File: src/rtl/process_scheduler.sv
// process_scheduler: round-robin process table for the LabSO processor.
// Accepts the quantum counter's context-switch events, saves the interrupted
// PC, picks the next READY slot and issues a one-cycle PC load.
module process_scheduler #(
  parameter int unsigned NUM_PROCS = 4,
  parameter int unsigned PID_W     = 2,
  parameter int unsigned PC_W      = 32
) (
  input  logic             clock,
  input  logic             reset,
  input  logic             troca_contexto,
  input  logic             instrucao_io,
  input  logic             fim_processo,
  input  logic [PC_W-1:0]  pc_salvo,
  input  logic             io_done,
  input  logic [PID_W-1:0] io_done_pid,
  input  logic             create_valid,
  input  logic [PC_W-1:0]  create_pc,
  output logic [PC_W-1:0]  pc_novo,
  output logic             pc_load,
  output logic [PID_W-1:0] pid_atual,
  output logic             running,
  output logic             busy,
  output logic             ocioso,
  output logic             create_ack,
  output logic             tabela_cheia,
  output logic             evento_perdido
);

  typedef enum logic [1:0] {
    SLOT_FREE    = 2'd0,
    SLOT_READY   = 2'd1,
    SLOT_RUNNING = 2'd2,
    SLOT_BLOCKED = 2'd3
  } slot_t;

  typedef enum logic [1:0] {IDLE, SAVE, SELECT, LOAD} fsm_t;

  typedef enum logic [1:0] {EV_QUANTUM, EV_IO, EV_FIM} ev_t;

  slot_t            slot_state [NUM_PROCS];
  logic [PC_W-1:0]  slot_pc    [NUM_PROCS];

  fsm_t             state, state_nx;
  ev_t              ev_kind;
  logic [PC_W-1:0]  ev_pc;
  logic [PID_W-1:0] sel_pid;
  logic             has_run;

  logic             any_event;
  logic             take_event;
  logic             take_create;
  logic             auto_dispatch;
  logic             any_ready;
  logic             any_active;
  logic             free_found;
  logic [PID_W-1:0] free_idx;
  logic [PID_W-1:0] search_start;
  logic             found;
  logic [PID_W-1:0] found_idx;

  // Table summaries: lowest FREE slot, any READY, any READY/RUNNING.
  always_comb begin
    free_found = 1'b0;
    free_idx   = '0;
    any_ready  = 1'b0;
    any_active = 1'b0;
    for (int unsigned i = 0; i < NUM_PROCS; i++) begin
      if (!free_found && slot_state[i] == SLOT_FREE) begin
        free_found = 1'b1;
        free_idx   = PID_W'(i);
      end
      if (slot_state[i] == SLOT_READY) begin
        any_ready = 1'b1;
      end
      if (slot_state[i] == SLOT_READY || slot_state[i] == SLOT_RUNNING) begin
        any_active = 1'b1;
      end
    end
    tabela_cheia = !free_found;
    ocioso       = !any_active;
  end

  // Round-robin search: starts after the last running slot, which is checked last.
  // Until something has been dispatched there is no "last" slot, so the search
  // starts at slot 0 and the first created process runs first.
  always_comb begin
    search_start = has_run ? PID_W'(pid_atual + 1'b1) : '0;
    found        = 1'b0;
    found_idx    = '0;
    for (int unsigned i = 0; i < NUM_PROCS; i++) begin
      if (!found && slot_state[PID_W'(search_start + i)] == SLOT_READY) begin
        found     = 1'b1;
        found_idx = PID_W'(search_start + i);
      end
    end
  end

  // IDLE arbitration: events (only while running) > create > auto-dispatch.
  always_comb begin
    any_event     = troca_contexto | instrucao_io | fim_processo;
    take_event    = (state == IDLE) && running && any_event;
    take_create   = (state == IDLE) && !(running && any_event) && create_valid && free_found;
    auto_dispatch = (state == IDLE) && !running && !any_event && !create_valid && any_ready;
  end

  // FSM next state and decoded outputs.
  always_comb begin
    state_nx = state;
    pc_load  = 1'b0;
    busy     = (state != IDLE);
    unique case (state)
      IDLE: begin
        if (take_event) begin
          state_nx = SAVE;
        end else if (auto_dispatch) begin
          state_nx = SELECT;
        end
      end
      SAVE:   state_nx = SELECT;
      SELECT: state_nx = found ? LOAD : IDLE;
      LOAD: begin
        pc_load  = 1'b1;
        state_nx = IDLE;
      end
      default: state_nx = IDLE;
    endcase
  end

  // FSM state register.
  always_ff @(posedge clock or posedge reset) begin
    if (reset) begin
      state <= IDLE;
    end else begin
      state <= state_nx;
    end
  end

  // Process table; later assignments win, so SAVE overrides a same-slot io_done.
  always_ff @(posedge clock or posedge reset) begin
    if (reset) begin
      for (int unsigned i = 0; i < NUM_PROCS; i++) begin
        slot_state[i] <= SLOT_FREE;
        slot_pc[i]    <= '0;
      end
    end else begin
      if (io_done && slot_state[io_done_pid] == SLOT_BLOCKED) begin
        slot_state[io_done_pid] <= SLOT_READY;
      end
      if (take_create) begin
        slot_state[free_idx] <= SLOT_READY;
        slot_pc[free_idx]    <= create_pc;
      end
      if (state == SAVE) begin
        slot_pc[pid_atual] <= ev_pc;
        unique case (ev_kind)
          EV_FIM:  slot_state[pid_atual] <= SLOT_FREE;
          EV_IO:   slot_state[pid_atual] <= SLOT_BLOCKED;
          default: slot_state[pid_atual] <= SLOT_READY;
        endcase
      end
      if (state == LOAD) begin
        slot_state[sel_pid] <= SLOT_RUNNING;
      end
    end
  end

  // Event latch, dispatch registers and status flags.
  always_ff @(posedge clock or posedge reset) begin
    if (reset) begin
      ev_kind        <= EV_QUANTUM;
      ev_pc          <= '0;
      sel_pid        <= '0;
      pc_novo        <= '0;
      pid_atual      <= '0;
      running        <= 1'b0;
      has_run        <= 1'b0;
      create_ack     <= 1'b0;
      evento_perdido <= 1'b0;
    end else begin
      create_ack <= take_create;
      if (take_event) begin
        ev_pc <= pc_salvo;
        if (fim_processo) begin
          ev_kind <= EV_FIM;
        end else if (instrucao_io) begin
          ev_kind <= EV_IO;
        end else begin
          ev_kind <= EV_QUANTUM;
        end
      end
      if (state == SAVE) begin
        running <= 1'b0;
      end
      if (state == SELECT && found) begin
        sel_pid <= found_idx;
        pc_novo <= slot_pc[found_idx];
      end
      if (state == LOAD) begin
        pid_atual <= sel_pid;
        running   <= 1'b1;
        has_run   <= 1'b1;
      end
      if (busy && any_event) begin
        evento_perdido <= 1'b1;
      end
    end
  end

endmodule

File: config.mk
export PLATFORM = sky130hd
export DESIGN_NAME = process_scheduler
export DESIGN_NICKNAME = d
export VERILOG_FILES = /design/src/rtl/process_scheduler.sv
export SDC_FILE = /design/constraint.sdc
export NUM_CORES = 1
export LEC_CHECK = 0
export CAP_MARGIN = 15
export CORE_UTILIZATION = 53
export CTS_BUF_LIST = sky130_fd_sc_hd__clkbuf_4
export DETAILED_ROUTE_END_ITERATION = 10
export PLACE_DENSITY = 0.87
export SLEW_MARGIN = 20
export SYNTH_ARGS = -nofsm -noshare
export SYNTH_HDL_FRONTEND = slang
export SYNTH_SLANG_ARGS = --single-unit
File: constraint.sdc
create_clock -name clock -period 7.8 [get_ports clock]
set_clock_uncertainty 0.15 [all_clocks]
set_input_delay 1.56 -clock clock [delete_from_list [all_inputs] [get_ports clock]]
set_output_delay 1.56 -clock clock [all_outputs]
set_load 0.01 [all_outputs]
======== Yosys cells after proc, flatten, opt, wreduce, memory -nomap -nowiden ========
Index checks and enable logic that the tools add are counted.
storage, ports and cells
  flip-flop bits (word level) ............. 212
  bits of input ports ..................... 73
  output and inout bits ................... 41
  word-level logic and storage cells ...... 198
operators by class
  add/sub/neg operators ................... 4
  order comparisons ....................... 13
  eq/ne operators ......................... 19
  multiplexer cells ....................... 72
  bitwise gates (word level) .............. 26
  reductions and logical operators ........ 46
operator list
  operator                                                  number
  bitwise mux 128 bit                                       2
  two-way mux 128 bit                                       2
  demux 32 bit (select 2 bit)                               2
  two-way mux 32 bit                                        4
  binary-select mux 32 bit (select 2 bit)                   1
  two-way mux 2 bit                                         25
  two-way mux 8 bit                                         4
  greater-or-equal comparator 3 bit, second input constant  9
  inverter 2 -> 3 bit                                       9
  logical AND 1 bit                                         23
  two-way mux 1 bit                                         21
  binary-select mux 2 bit (select 2 bit)                    5
  equality test 2 x 1 -> 1 bit, second input constant       10
  AND 4 bit                                                 4
  demux 2 bit (select 2 bit)                                4
  equality test 2 bit, second input constant                8
  inverter 4 bit                                            4
  bitwise OR 4 bit                                          4
  one-hot mux 8 bit (2 select lines)                        1
  zero test 1 bit                                           12
  < comparator 3 x 1 -> 1 bit, second input constant        4
  zero test 2 bit                                           5
  AND 8 bit                                                 1
  inverter 8 bit                                            1
  other kinds (8)                                           15

======== Longest topological paths before layout ========
Gate-level depths: netlist of the first run.
  word-level depth ........................ 24
  gate-level depth with buffers ........... 10

======== Worst setup path before layout of the first run ========
OpenSTA, ideal clock, no wires.
  path type ............................... input port to flip-flop
  from .................................... input troca_contexto
  to ...................................... register slot_state[5] (netlist bit)
  data arrival time ....................... 2833 ps
  required time ........................... 7519 ps
  path slack .............................. 4686 ps
  stages .................................. 9
  buffers on the path ..................... 3
  cell sequence ........................... nor3_2 -> nand2b_1 -> and3_1 -> buf_2 -> nand3b_1 -> buf_4 -> buf_6 -> a32oi_1 -> o22ai_1
on the way
  cells in the longest elaborated chain, start to end .. 13
  elaborated cells between the ends (all ways) .. 15
  those cells by class .................... mux (4); bitwise (6); reduce/logical (5)
RTL lines
  element                                             RTL line  text
  start, declared                                     11        input logic troca_contexto,
  bitwise OR 1 bit (*) (2 in series)                  101       any_event = troca_contexto | instrucao_io | fim_processo;
  logical AND 1 bit (*)                               103       take_create = (state == IDLE) && !(running && any_event) && create_valid && free_found;
  zero test 1 bit (*)                                 103
  logical AND 1 bit (*) (3 in series)                 103
  two-way mux 8 bit (*)                               150       if (take_create) begin
  AND 4 bit (no source line) (tied with other cells)  -
  one-hot mux 8 bit (2 select lines)                  156       unique case (ev_kind)
  two-way mux 8 bit (*)                               154       if (state == SAVE) begin
  bitwise OR 4 bit (no source line)                   -
  two-way mux 8 bit (*)                               162       if (state == LOAD) begin
  end signal, assigned by index                       157       EV_FIM: slot_state[pid_atual] <= SLOT_FREE;
  end signal, assigned by index                       158       EV_IO: slot_state[pid_atual] <= SLOT_BLOCKED;
  end signal, assigned by index                       163       slot_state[sel_pid] <= SLOT_RUNNING;
  end, declared                                       41        slot_t slot_state [NUM_PROCS];
Every way passes the cells marked *; elsewhere a longest branch is shown, timed or not.
A chain may end at the register's enable or synchronous reset.

======== Worst setup path after layout of the first run ========
  from .................................... register slot_state[2] (netlist bit)
  to ...................................... output tabela_cheia
on the way
  cells in the longest elaborated chain, start to end .. 7
RTL lines
  element                          RTL line  text
  start signal, assigned by index  143       slot_state[i] <= SLOT_FREE;
  start signal, assigned by index  148       slot_state[io_done_pid] <= SLOT_READY;
  start signal, assigned by index  151       slot_state[free_idx] <= SLOT_READY;
  zero test 2 bit (*)              69        if (!free_found && slot_state[i] == SLOT_FREE) begin
  logical AND 1 bit (*)            69
  two-way mux 1 bit (*)            69
  zero test 1 bit                  69
  logical AND 1 bit                69
  two-way mux 1 bit (*)            69
  zero test 1 bit (*)              80        tabela_cheia = !free_found;
  end, declared                    26        output logic tabela_cheia,
Marked as above.

==> results of run 1 <==
## logic make-up after synthesis
family / synth area share
simple gates: 0.0912
flops: 0.510
fa+ha+maj: 0.0168
mux: 0.220
compound gates: 0.115
buf+inv: 0.0471
## per-layer routing
| metal | wire, um | up-vias |
|---|---|---|
| met1 | 10800 | 3853 |
| met3 | 1450 | 51 |
| met5 | 0 | - |
| li1 | - | 3673 |
| met4 | 554 | 0 |
| met2 | 11800 | 259 |
## state kept, by name, indices dropped and copies added (netlist names)
signal and cells:
ev_pc 32, slot_pc 128, ev_kind 2, create_ack 1, evento_perdido 1, state 2, pid_atual 2, running 1
pc_novo 32, has_run 1, slot_state 8, sel_pid 2
## through the flow
stage	power [mW]	hold slack [ns]
6_report	5.35	0.337
5_1_grt	5.73	0.373
3_3_place_gp	4.31	0.311
3_5_place_dp	4.41	0.320
4_1_cts	5.37	0.338
2_1_floorplan	3.78	0.331
## worst max-delay path by stage
stage                                  from                     to  depth (start not counted)
detailed placement             instrucao_io  slot_pc[89]$_DFF_PP0_                          8
CTS                 slot_state[6]$_DFF_PP0_                 ocioso                          4
floorplan                             reset   create_ack$_DFF_PP0_                          1
global route        slot_state[2]$_DFF_PP0_           tabela_cheia                          4
finish              slot_state[2]$_DFF_PP0_           tabela_cheia                          4
global placement               instrucao_io  slot_pc[76]$_DFF_PP0_                          8
## cell usage in the layout, fill, tap and decap left out, types with 4 or more instances in the layout
master / Yosys / final
sky130_fd_sc_hd__nor2b_1: 4 / 4
sky130_fd_sc_hd__o221ai_1: 32 / 32
sky130_fd_sc_hd__a31oi_1: 4 / 4
sky130_fd_sc_hd__o21ai_0: 9 / 9
sky130_fd_sc_hd__clkbuf_4: 1 / 80
sky130_fd_sc_hd__dfrtp_1: 212 / 212
sky130_fd_sc_hd__mux2i_1: 192 / 192
sky130_fd_sc_hd__ha_1: 14 / 14
sky130_fd_sc_hd__nand2_2: 1 / 5
sky130_fd_sc_hd__a21oi_1: 132 / 132
sky130_fd_sc_hd__nor2_1: 143 / 142
sky130_fd_sc_hd__clkdlybuf4s50_1: 0 / 113
sky130_fd_sc_hd__o21ai_1: 4 / 4
sky130_fd_sc_hd__nand2b_1: 6 / 6
sky130_fd_sc_hd__inv_1: 21 / 20
sky130_fd_sc_hd__mux2_2: 33 / 33
sky130_fd_sc_hd__buf_4: 10 / 17
sky130_fd_sc_hd__clkinv_1: 0 / 9
sky130_fd_sc_hd__nand2_1: 47 / 43
## cells in the mapped netlist (all sizes together), types with 7 or more instances
cell	n	area [um^2]
mux2	33	372
o21ai	14	73.8
a21oi	132	661
mux2i	192	1920
o221ai	32	280
inv	21	78.8
clkbuf	38	146
buf	25	265
nand2	48	183
nor2	143	537
ha	14	175
nand2b	7	51.3
dfrtp	212	5310
## final cells by class
class | instances | share of cell area
repair buffers | 130 | 0.102
inverters | 21 | 0.00742
clock inverters | 12 | 0.00620
clock buffers | 80 | 0.0488
flip-flops and latches | 212 | 0.431
diodes | 1 | 0.000203
well taps | 260 | 0.0264
multi-input cells | 660 | 0.378
## power by group through the flow
stage,Sequential (mW),Combinational (mW),Clock [mW]
after floorplan,1.97,1.81,0
after global placement,2.03,2.28,0
after detailed placement,2.06,2.35,0
after CTS,2.04,2.36,0.963
after global routing,2.12,2.59,1.02
final,2.05,2.36,0.942
## worst reg2reg max path: cells and delay by family (launching register included)
kind / cells / cell delay (ns)
DFF: 1 / 0.54
buffers and inverters: 2 / 0.98
and+or+nand+nor: 1 / 0.19
adders and majority gates: 1 / 0.44
AOI/OAI and AO/OA: 4 / 1.05
muxes: 1 / 0.36
==> results by stage, run 1 <==
Critical path:
- In this run the critical register-to-register path is launched from pid_atual[0]$_DFFE_PP0P_.
- For this run, the slowest stage of the critical path takes 0.64 ns.
- Across all register-to-register paths, the minimum setup slack is 3.94 ns.
- The kind of end point of the critical path is an output pin.
- The critical path goes through inv_1, ha_1, nor4_1, clkdlybuf4s50_1.
- The startpoint type of the worst setup path is a flop.
- Among all stages on the critical path, the largest delay is contributed by sky130_fd_sc_hd__clkdlybuf4s50_1.
- The worst setup path is of the flop to output pin kind.
- The critical path data required time is 6.09 ns.
- The endpoint of the worst-slack reg-to-reg timing path is pc_novo[13]$_DFFE_PP0P_.
- The family of cells with the greatest summed delay on the critical path is buffers and inverters.
- The number of cells on the worst reg-to-reg path is 9.
- For the worst setup path, the data arrival time is about 2.5 ns.
- The largest fanout on the critical path is 5.
- The worst path buffer plus inverter count is 2.

Yosys:
- The number of nets in the synthesized netlist is 1,043.
- The number of synthesized register bits is between 200 and 250.
- The post-synthesis sequential area ratio is 0.510.
- After technology mapping, the gate count stands at 956.
- A synthesized cell averages 10.9 um^2.
- The main flop type after synthesis is sky130_fd_sc_hd__dfrtp_1.
- The async set or reset register ratio after synthesis is 1.00.
- The count of warnings emitted by yosys is 0.
- The number of flops mapped to enable cells by yosys is 0.
- After synthesis, the netlist uses 47 different library cells.
- The cell area after synthesis is 10,400 um^2.

Outcome:
- The flow ran to the end, and the final reports show no timing, DRC or antenna violations.

Power:
- The share of total power dissipated in combinational logic is 0.441.
- The part of the total power dissipated in sequential elements is 0.383.
- The switching portion of total power is 0.388.
- The power density over the cells is 434 nW/um^2.
- The clock group share of total power is 0.176.
- The internal power of the cells totals roughly 3.3 mW.
- The analysis attributes to net switching a power of around 2.1 mW.
- For this design the static power due to leakage is slightly above 6 nW.
- The highest ir drop seen on vdd is 220 uV.

GRT:
- The most congested layer reported by global routing is met2.
- The aggregate global-route resource usage is 0.254.
- The via count of the first global-routing pass is 7,863.
- Entering global routing, the biggest net connects about 150 pins.
- The total overflow left after global routing is 0.
- For met2 alone, demand over resource in global routing was 0.421.
- The number of antenna violations at the first check in global routing was 1.
- For this run, global-route usage on met1 was measured as 0.332.
- The global-route wire length before repair is around 40 mm.
- The met3 global-route usage is 0.0458.

STA:
- Adding up every negative setup slack in the final design gives 0 ns.
- The final-report hold violation count is 0.
- The slew at the pin with the worst max-slew slack is 1.03 ns.
- Derived from the worst setup path, the maximum achievable clock frequency is 0.235 GHz.
- The share of the clock period used by the worst path is 0.545.
- Setup repair after global routing left no endpoint under its margin.
- The smallest setup slack after layout is 3.55 ns.
- Measured against its own limit, the worst slew margin works out to 0.308.
- The time the worst path needs with I/O delays and setup is around 4.2 ns.
- The max-slew violation count came to 0.
- Setup violations remaining at the end of the flow were counted as 0.

Die:
- The initial core utilization is 0.549.
- The initialized floorplan defines 50 standard-cell rows.
- The y dimension of the die is roughly 140 um.
- Measured along the x axis, the die boundary spans between 100 and 150 um.
- The boundary pin count is 114.
- The floorplan step defined a core boundary enclosing between 15,000 and 20,000 um^2.
- The die covers between 20,000 and 25,000 um^2.

Clock network:
- The TritonCTS buffer count is 54.
- Clock tree synthesis found a total of roughly 210 sinks.
- The clock transition at the registers of the reported paths is roughly 0.07 ns.
- Once the clock tree was built, the setup fixing pass inserted 0 buffers.
- The number of instances resized during post-cts repair is 0.
- The CTS tree is yes.
- The latest clock arrival within the worst-skew pair is ~0.67 ns.
- The clock root buffer is sky130_fd_sc_hd__clkbuf_4.
- The number of buffers inserted by hold repair at cts is 0.
- CTS built an H-tree with a depth of 2.
- The buffer depth of the longest clock path is 3.

Cells and area:
- The layout has 1,458 filler cells.
- The layout cell share with drive strength beyond 1 is 0.133.
- The area growth from synthesis to layout is 18.2%.
- In the final layout, the multi-input gates occupy 4650 um^2.
- The filler-free cell count of the finished design is 1,376.
- Measured on the finished design, the core utilization comes to 0.649.
- In the final design database the tool counted 1,166 nets.
- The cell area after layout is around 12,000 um^2.
- The sequential cell area in the final layout is 5310 um^2.

Worst hold path:
- The hold path startpoint is evento_perdido$_DFFE_PP0P_.
- Along the worst hold path, the cell count comes to 1.
- The end point of the most critical hold path is evento_perdido$_DFFE_PP0P_.
- The type of the worst min-delay path is flop to flop.

Routing:
- The total number of vias is 7,836.
- In the routed design, unresolved DRC markers number 0.
- The first detailed-routing pass took 5 iterations.
- After detailed routing, the average wire length per cell comes to 17.9 um.
- The final routed wirelength across all metal layers is 24.6 mm.
- Once detail routing completed, the nets flagged for antenna violations numbered 0.
- In the routed layout, each cell is associated on average with a via count of between 5 and 6.
- For this block, the initial DRC count from the detailed router was 569.

Placed design:
- At the end of routability-driven placement, the weighted congestion stood at 0.887.
- OpenSTA, run right after detailed placement, puts the worst setup slack at approximately 3.3 ns.
- The total cell area at the placement stage is 11,600 um^2.
- The half-perimeter wire length of the detailed placement result is 15.2 mm.
- The number of port buffers is 113.
- The cell count after placement is 1,283.

Job:
- The number of violations of the max-capacitance limit is 0.
(Power assumes the default switching activity.)
==> run 2: changes to the inputs <==
Settings changed: CORE_UTILIZATION 53 to 59, PLACE_DENSITY 0.87 to 0.91.
Clock period 7.8 ns to 4.1 ns, I/O delays scaled along.
==> results by stage, run 2 (synthesis results as in run 1) <==
Outcome:
- The run finished with clean final reports.

Critical path:
- For this design, the slowest cell found on the critical path is sky130_fd_sc_hd__clkdlybuf4s50_1.
- The critical path class is flop to output pin.
- In this run the worst path has a maximum fanout of 5.
- The startpoint type of the worst setup path is a flop.
- At the worst endpoint, the arrival time is approximately 2.6 ns.
- The kind of end point of the critical path is an output pin.
- The highest cell delay on the worst timing path is about 0.64 ns.
- The critical path data required time is ~3.1 ns.
- Traced cell by cell, the critical path runs through inv_1, ha_1, nor4_1, clkdlybuf4s50_1.

Clock network:
- The CTS tree is yes.
- The number of sinks handled by clock tree synthesis is 212.
- The number of instances resized during post-cts repair is 0.
- The depth of the CTS H-tree is 2.
- Clock-pin slew was measured on the worst setup and hold paths at 0.06 ns.
- Counting the buffers created by CTS gives 53.
- The number of buffers inserted by hold repair at cts is 0.
- The tree is rooted in a sky130_fd_sc_hd__clkbuf_4.
- The latest clock arrival within the worst-skew pair is 0.67 ns.
- In this run the deepest clock path goes through 3 buffers.
- Post-CTS timing repair inserted 0 buffers for setup.

Cells and area:
- For this run, the post-layout net count is 1,169.
- The area growth from synthesis to layout is 17.7%.
- The layout cell share with drive strength beyond 1 is 0.132.
- The register with the highest flop count is slot_pc.
- The library cell used most frequently in the layout, excluding fill and tap cells, is sky130_fd_sc_hd__dfrtp_1.
- Leaving out fill and tap cells, the most frequent cells in the layout are sky130_fd_sc_hd__dfrtp_1, sky130_fd_sc_hd__mux2i_1, sky130_fd_sc_hd__nor2_1.
- The largest registers in the layout are slot_pc (128), ev_pc (32), pc_novo (32).
- The flip-flop count of the largest register, all copies and words added is 128.
- The cell area after layout is roughly 12,000 um^2.

STA:
- For this run, the top clock speed supported by timing is 0.279 GHz.
- Setup repair after global routing left no endpoint under its margin.
- The worst pin sits at a relative slew slack of 0.283.
- The smallest setup slack after layout is 0.519 ns.
- The slew at the pin with the worst max-slew slack is 1.07 ns.
- The final setup violation count is 0.
- The time the worst path needs with I/O delays and setup is approximately 3.6 ns.
- Setup total negative slack on the finished layout was measured at 0 ns.
- The final-report hold violation count is 0.
- Of the available clock period, the critical path in the final layout requires 0.873.
- The max-slew violation count was 0.

GRT:
- The via count of the first global-routing pass came to just over 8,000.
- In the global route stage, overall resource usage came out at 0.289.
- The number of antenna violations at the first check in global routing is 2.
- The first global-routing pass estimated 41.1 mm of wire.
- The total grt overflow is 0.
- Entering global routing, the biggest net connects 85 pins.

Routing:
- For this block, the routed nets add up to 25.7 mm of wire.
- For this block, the via count after detailed routing is between 8,000 and 9,000.
- After detailed routing, the number of remaining DRC violations is 0.
- The number of optimization iterations in the first detailed-route pass is 7.
- In the routed layout, each cell is associated on average with a via count of 6.08.
- In the final routed layout, each cell accounts on average for 19.3 um.
- The number of nets with antenna violations after routing is 0.
- The starting DRC count in detailed routing is 688.

Die:
- The number of rows in the core area is 48.
- The boundary pin count is 114.
- The floorplan step defined a die boundary enclosing 18,200 um^2.
- The die boundary width is 135 um.
- The floorplan step set the die height to around 130 um.
- In this run the standard cell core region covers 17,200 um^2.
- The initial utilization of the core area, before any placement, comes to 0.604.

Placed design:
- The number of port buffers is 113.
- The worst slack at placement is 0.824 ns.
- The half-perimeter wire length of the detailed placement result is about 16 mm.
- The total cell area at the placement stage is roughly 12,000 um^2.
- At the end of routability-driven placement, the weighted congestion stood at between 0.9 and 1.

Power:
- The highest ir drop seen on vdd is 497 uV.
- The analysis attributes to cell leakage a power of 6.03 nW.
- Total power for the finished layout comes to 10.1 mW.
- The power density over the cells is approximately 820 nW/um^2.

Job:
- Max-cap violations in this run came to 0.

Worst hold path:
- The type of the worst min-delay path is flop to flop.
run 2: final cells by class:
cell class,count,area [um^2]
Tap cell,225,282
Timing Repair Buffer,134,1350
Inverter,21,82.6
Multi-Input combinational cell,660,4650
Clock inverter,5,27.5
Sequential cell,212,5310
Fill cell,1193,4980
Clock buffer,74,556
Antenna cell,2,5.00
run 2: where the power goes:
part / internal [mW] / switching (mW)
registers: 3.13 / 0.782
logic: 2.19 / 2.38
clock network: 0.814 / 0.810
total: 6.13 / 3.98
run 2: worst paths after layout:
kind                                             from                          to  cells after the start  slack [ns]
max reg2reg                  pid_atual[0]$_DFFE_PP0P_     pc_novo[18]$_DFFE_PP0P_                      9        0.71
min in group asynchronous                       reset       slot_pc[60]$_DFF_PP0_                      2        0.40
max in group asynchronous                       reset       slot_pc[71]$_DFF_PP0_                      3        2.58
min reg2reg                evento_perdido$_DFFE_PP0P_  evento_perdido$_DFFE_PP0P_                      1        0.33
max                           slot_state[2]$_DFF_PP0_                tabela_cheia                      4        0.52
min                        evento_perdido$_DFFE_PP0P_  evento_perdido$_DFFE_PP0P_                      1        0.33
run 2: routing by layer:
metal | routed length [um] | part of all wire | vias to the layer above | track usage
li1 | - | - | 3664 | -
met3 | 2000 | 0.078 | 49 | 0.0571
met1 | 10300 | 0.40 | 3999 | 0.371
met4 | 539 | 0.021 | 0 | 0.108
met5 | 0 | 0 | - | 0
met2 | 12800 | 0.50 | 388 | 0.487
run 2: per-stage QoR:
step                       util  std cells  hold WS (ns)
after floorplan               -        956         0.331
after global placement    0.677       1252         0.315
after detailed placement  0.677       1252         0.311
after CTS                 0.711       1331         0.328
after global routing      0.711       1332         0.363
final                     0.711       1333         0.327
run 2: critical path: cells and delay by family, from the launching register on:
family | cells | cell delay [ns]
adder cells (fa/ha/maj) | 1 | 0.25
buffers and inverters | 2 | 0.75
flip-flops | 1 | 0.43
AND/OR/NAND/NOR | 1 | 0.52
==> run 3: changes to the inputs <==
Settings changed: ABC_AREA from default to 1, PLACE_DENSITY 0.91 to 0.9.
==> results by stage, run 3 <==
Routing:
- The per-cell routed wire length is 16.7 um.
- For this run, design rule violations remaining after detail routing come to 0.
- Dividing the detail-routed via count by the number of cells gives 5.78.
- The total number of vias is 10,600.
- The routed design has 30.6 mm of wire.
- The number of nets with antenna violations after routing is 0.
- The detailed router finished its first iteration with between 1,000 and 1,500 violations.
- The first TritonRoute pass finished after 5 iterations.

Clock network:
- After clock tree synthesis, the setup repair step added 0 buffers.
- The number of buffers inserted by hold repair at cts is 0.
- The clock root buffer is sky130_fd_sc_hd__clkbuf_4.
- Clock-pin slew was measured on the worst setup and hold paths at 0.07 ns.
- The TritonCTS buffer count is 54.
- The number of instances resized during post-cts repair is 0.
- The latest clock arrival within the worst-skew pair is between 0.6 and 0.7 ns.
- Clock tree synthesis found a total of 212 sinks.
- The CTS tree is yes.
- The depth of the CTS H-tree is 2.
- In this run the deepest clock path goes through 3 buffers.

Cells and area:
- The layout has 1,451 filler cells.
- More flip-flops sit in one register than any other, and that register is slot_pc.
- For this run, the share of the core covered by cells in the final layout is 0.715.
- The most frequent standard cell in the layout excluding fill and tap cells is sky130_fd_sc_hd__nand2_1.
- In the final layout, the share of cells above drive strength 1 is 0.0755.
- The area growth from synthesis to layout is 17.0%.
- Leaving out fill and tap cells, the most frequent cells in the layout are sky130_fd_sc_hd__nand2_1, sky130_fd_sc_hd__inv_1, sky130_fd_sc_hd__dfrtp_1.
- The sequential cell area in the final layout is 5310 um^2.
- The footprint of the multi-input gates is 4620 um^2.
- The register with the most flip-flops in the layout has 128 of them.
- The cell area after layout is 13,100 um^2.
- The final-stage net count is 1,653.
- The largest registers in the layout are slot_pc (128), ev_pc (32), pc_novo (32).

STA:
- The final-report hold violation count is 0.
- Adding up every negative setup slack in the final design gives 0 ns.
- Setup repair after global routing left no endpoint under its margin.
- The worst slew slack as a fraction of its limit is 0.378.
- The smallest clock period supported by the final layout is computed as 3.42 ns.
- The max-slew violation count is 0.
- At the pin with the least slew margin, the transition time is 0.930 ns.
- The share of the clock period used by the worst path is 0.834.
- Based on the critical path, the design can be clocked at up to 0.292 GHz.
- Setup violations remaining at the end of the flow were counted as 0.
- The tightest hold path in the finished design has a slack of 0.331 ns.

Power:
- The power density over the cells is 1020 nW/um^2.
- In this run the static leakage power is 6.62 nW.
- The switching power of the nets is around 6.5 mW.
- The share of total power dissipated in the clock network is 0.127.
- The worst-case IR drop observed on VDD is ~750 uV.
- Cell internal power was estimated by the tool at between 6 and 7 mW.
- The total power is between 10 and 15 mW.
- The part of the total power dissipated in sequential elements is 0.270.
- The share of total power dissipated in combinational logic is 0.603.
- The switching portion of total power is 0.488.

Die:
- The initial utilization of the core area, before any placement, comes to 0.611.
- The region available for standard cell placement spans 18,300 um^2.
- 114 I/O pins were placed.
- The die covers 19,500 um^2.
- The y dimension of the die is ~140 um.
- The floorplan has 49 rows.
- The die boundary width is 140 um.

Yosys:
- The number of flops mapped to enable cells by yosys is 0.
- The mapped netlist covers ~11,000 um^2.
- The synthesized design contains 212 register bits.
- Of the post-synthesis cell area, the dominant cell type holds 0.475.
- The most used flip-flop cell after synthesis is sky130_fd_sc_hd__dfrtp_1.
- The number of nets in the synthesized netlist is 1,557.
- sky130_fd_sc_hd__dfrtp_1 takes more of the synthesized area than any other cell.
- A synthesized cell averages 7.60 um^2.
- Yosys attributes the largest share of cell area to sky130_fd_sc_hd__dfrtp_1, sky130_fd_sc_hd__nand2_1, sky130_fd_sc_hd__o21ai_0, sky130_fd_sc_hd__inv_1, sky130_fd_sc_hd__o211ai_1.
- By count the netlist is led by sky130_fd_sc_hd__nand2_1, sky130_fd_sc_hd__inv_1, sky130_fd_sc_hd__dfrtp_1.
- The most repeated cell in the gate-level netlist after synthesis is sky130_fd_sc_hd__nand2_1.
- Synthesis handed over a netlist of about 1,500 instances.
- Yosys mapped the design onto 35 distinct sky130hd cell types.
- During synthesis, Yosys emitted a total of 0 warnings.
- The async set or reset register ratio after synthesis is 1.00.
- Of the synthesized area, sequential elements account for 0.475.

Worst hold path:
- The number of cells on the worst hold path is 2.
- The worst hold path belongs to the class flop to flop.
- For hold timing, the worst endpoint is pc_novo[5]$_DFFE_PP0P_.
- The hold path startpoint is pc_novo[5]$_DFFE_PP0P_.

Critical path:
- Of all nets on the critical path, the largest fanout is 26.
- The kind of end point of the critical path is a flop.
- In this run the worst setup path begins at pid_atual[0]$_DFFE_PP0P_.
- STA puts the critical path data arrival time at 3.81 ns.
- The critical path class is flop to flop.
- The path depth of the worst reg2reg path is 16.
- In this run the critical register-to-register path is captured at pc_novo[21]$_DFFE_PP0P_.
- The critical path data required time is about 4.5 ns.
- The startpoint of the worst-slack reg-to-reg timing path is pid_atual[0]$_DFFE_PP0P_.
- The worst reg-to-reg setup slack is 0.68 ns.
- The worst setup path is launched from a flop.

Placed design:
- At the end of routability-driven placement, the weighted congestion stood at 0.924.
- Buffers placed on the I/O ports in this run total 113.
- The total cell area at the placement stage is 12,400 um^2.
- The HPWL after detailed placement is around 18 mm.

GRT:
- The total grt overflow is 0.
- The via count of the first global-routing pass is between 10,000 and 15,000.
- The maximum number of pins on one net before global-route repair is between 100 and 150.
- The first global-routing pass estimated 50.5 mm of wire.
- For this run, the total global-route usage over all layers was measured as 0.324.
- The number of antenna violations at the first check in global routing came to 0.

Outcome:
- The flow ran to the end, and the final reports show no timing, DRC or antenna violations.

Job:
- The number of violations of the max-capacitance limit is 0.
-- run 3: cell types whose count changed after synthesis, moves of 23 or more --
| cell | delta |
|---|---|
| sky130_fd_sc_hd__nand2_1 | +334 |
| sky130_fd_sc_hd__o211ai_1 | +97 |
| sky130_fd_sc_hd__o21ai_0 | +189 |
| sky130_fd_sc_hd__mux2i_1 | -192 |
| sky130_fd_sc_hd__nand3_1 | +140 |
| sky130_fd_sc_hd__mux2_2 | -33 |
| sky130_fd_sc_hd__nor2_1 | -121 |
| sky130_fd_sc_hd__o221ai_1 | -32 |
| sky130_fd_sc_hd__a21oi_1 | -94 |
| sky130_fd_sc_hd__inv_1 | +205 |
| sky130_fd_sc_hd__buf_2 | +23 |
-- run 3: cells by family (layout without fill, tap and decap cells) --
family / after synthesis / after routing / synth area share
adders and majority gates: 14 / 14 / 0.0157
and+or+nand+nor: 558 / 558 / 0.207
buffers and inverters: 328 / 461 / 0.117
DFF: 212 / 212 / 0.475
other: 0 / 1 / 0
AOI/OAI and AO/OA: 358 / 358 / 0.185
-- run 3: cell type report --
| class | instances | share of cell area |
|---|---|---|
| Timing Repair Buffer | 134 | 0.102 |
| Inverter | 234 | 0.0676 |
| Multi-Input combinational cell | 930 | 0.354 |
| Clock buffer | 74 | 0.0425 |
| Sequential cell | 212 | 0.406 |
| Clock inverter | 19 | 0.00555 |
| Antenna cell | 1 | 0.000192 |
| Tap cell | 229 | 0.0219 |
-- run 3: metrics by stage --
stage	cells	setup slack, ns
after detailed placement	1739	0.776
after CTS	1832	0.744
after global routing	1832	0.371
final	1833	0.681
after floorplan	1470	0.374
after global placement	1739	0.935
-- run 3: power by group through the flow --
stage                     Clock [mW]  Sequential, mW  Combinational [mW]
after floorplan                    0            3.57                5.77
after global placement             0            3.57                7.56
after detailed placement           0            3.61                7.86
after CTS                       1.71            3.58                7.92
after global routing            1.83            3.68                8.99
final                           1.69            3.59                8.01
-- run 3: worst max-delay path, cell delays in order (launching register included) --
cell,delay (ns)
sky130_fd_sc_hd__dfrtp_1,0.50
sky130_fd_sc_hd__inv_2,0.12
sky130_fd_sc_hd__ha_1,0.30
sky130_fd_sc_hd__nand2_1,0.14
sky130_fd_sc_hd__inv_2,0.08
sky130_fd_sc_hd__nand2_1,0.08
sky130_fd_sc_hd__nand2_1,0.07
sky130_fd_sc_hd__nand2_1,0.15
sky130_fd_sc_hd__a21boi_0,0.23
sky130_fd_sc_hd__nand3_1,0.16
sky130_fd_sc_hd__nand2_2,0.50
sky130_fd_sc_hd__buf_4,0.37
sky130_fd_sc_hd__nand3_1,0.12
sky130_fd_sc_hd__nand3_1,0.10
sky130_fd_sc_hd__nand2_1,0.06
sky130_fd_sc_hd__nand2_1,0.05
sky130_fd_sc_hd__nand2_1,0.07
-- run 3: worst max path at each step --
stage                                          to  slack, ns  cells past startpoint
final                     pc_novo[21]$_DFFE_PP0P_       0.68                     16
after global routing       pc_novo[0]$_DFFE_PP0P_       0.37                     20
after CTS                            tabela_cheia       0.74                      6
after detailed placement  pc_novo[27]$_DFFE_PP0P_       0.78                     16
after global placement    slot_state[5]$_DFF_PP0_       0.93                     12
after floorplan              create_ack$_DFF_PP0_       0.37                      1
-- run 3: per-layer routing --
metal / wire length (um) / share of wire / track usage
met5: 0 / 0 / 0
met4: 1050 / 0.034 / 0.169
met3: 2710 / 0.088 / 0.0489
met2: 14800 / 0.48 / 0.550
met1: 12100 / 0.39 / 0.402
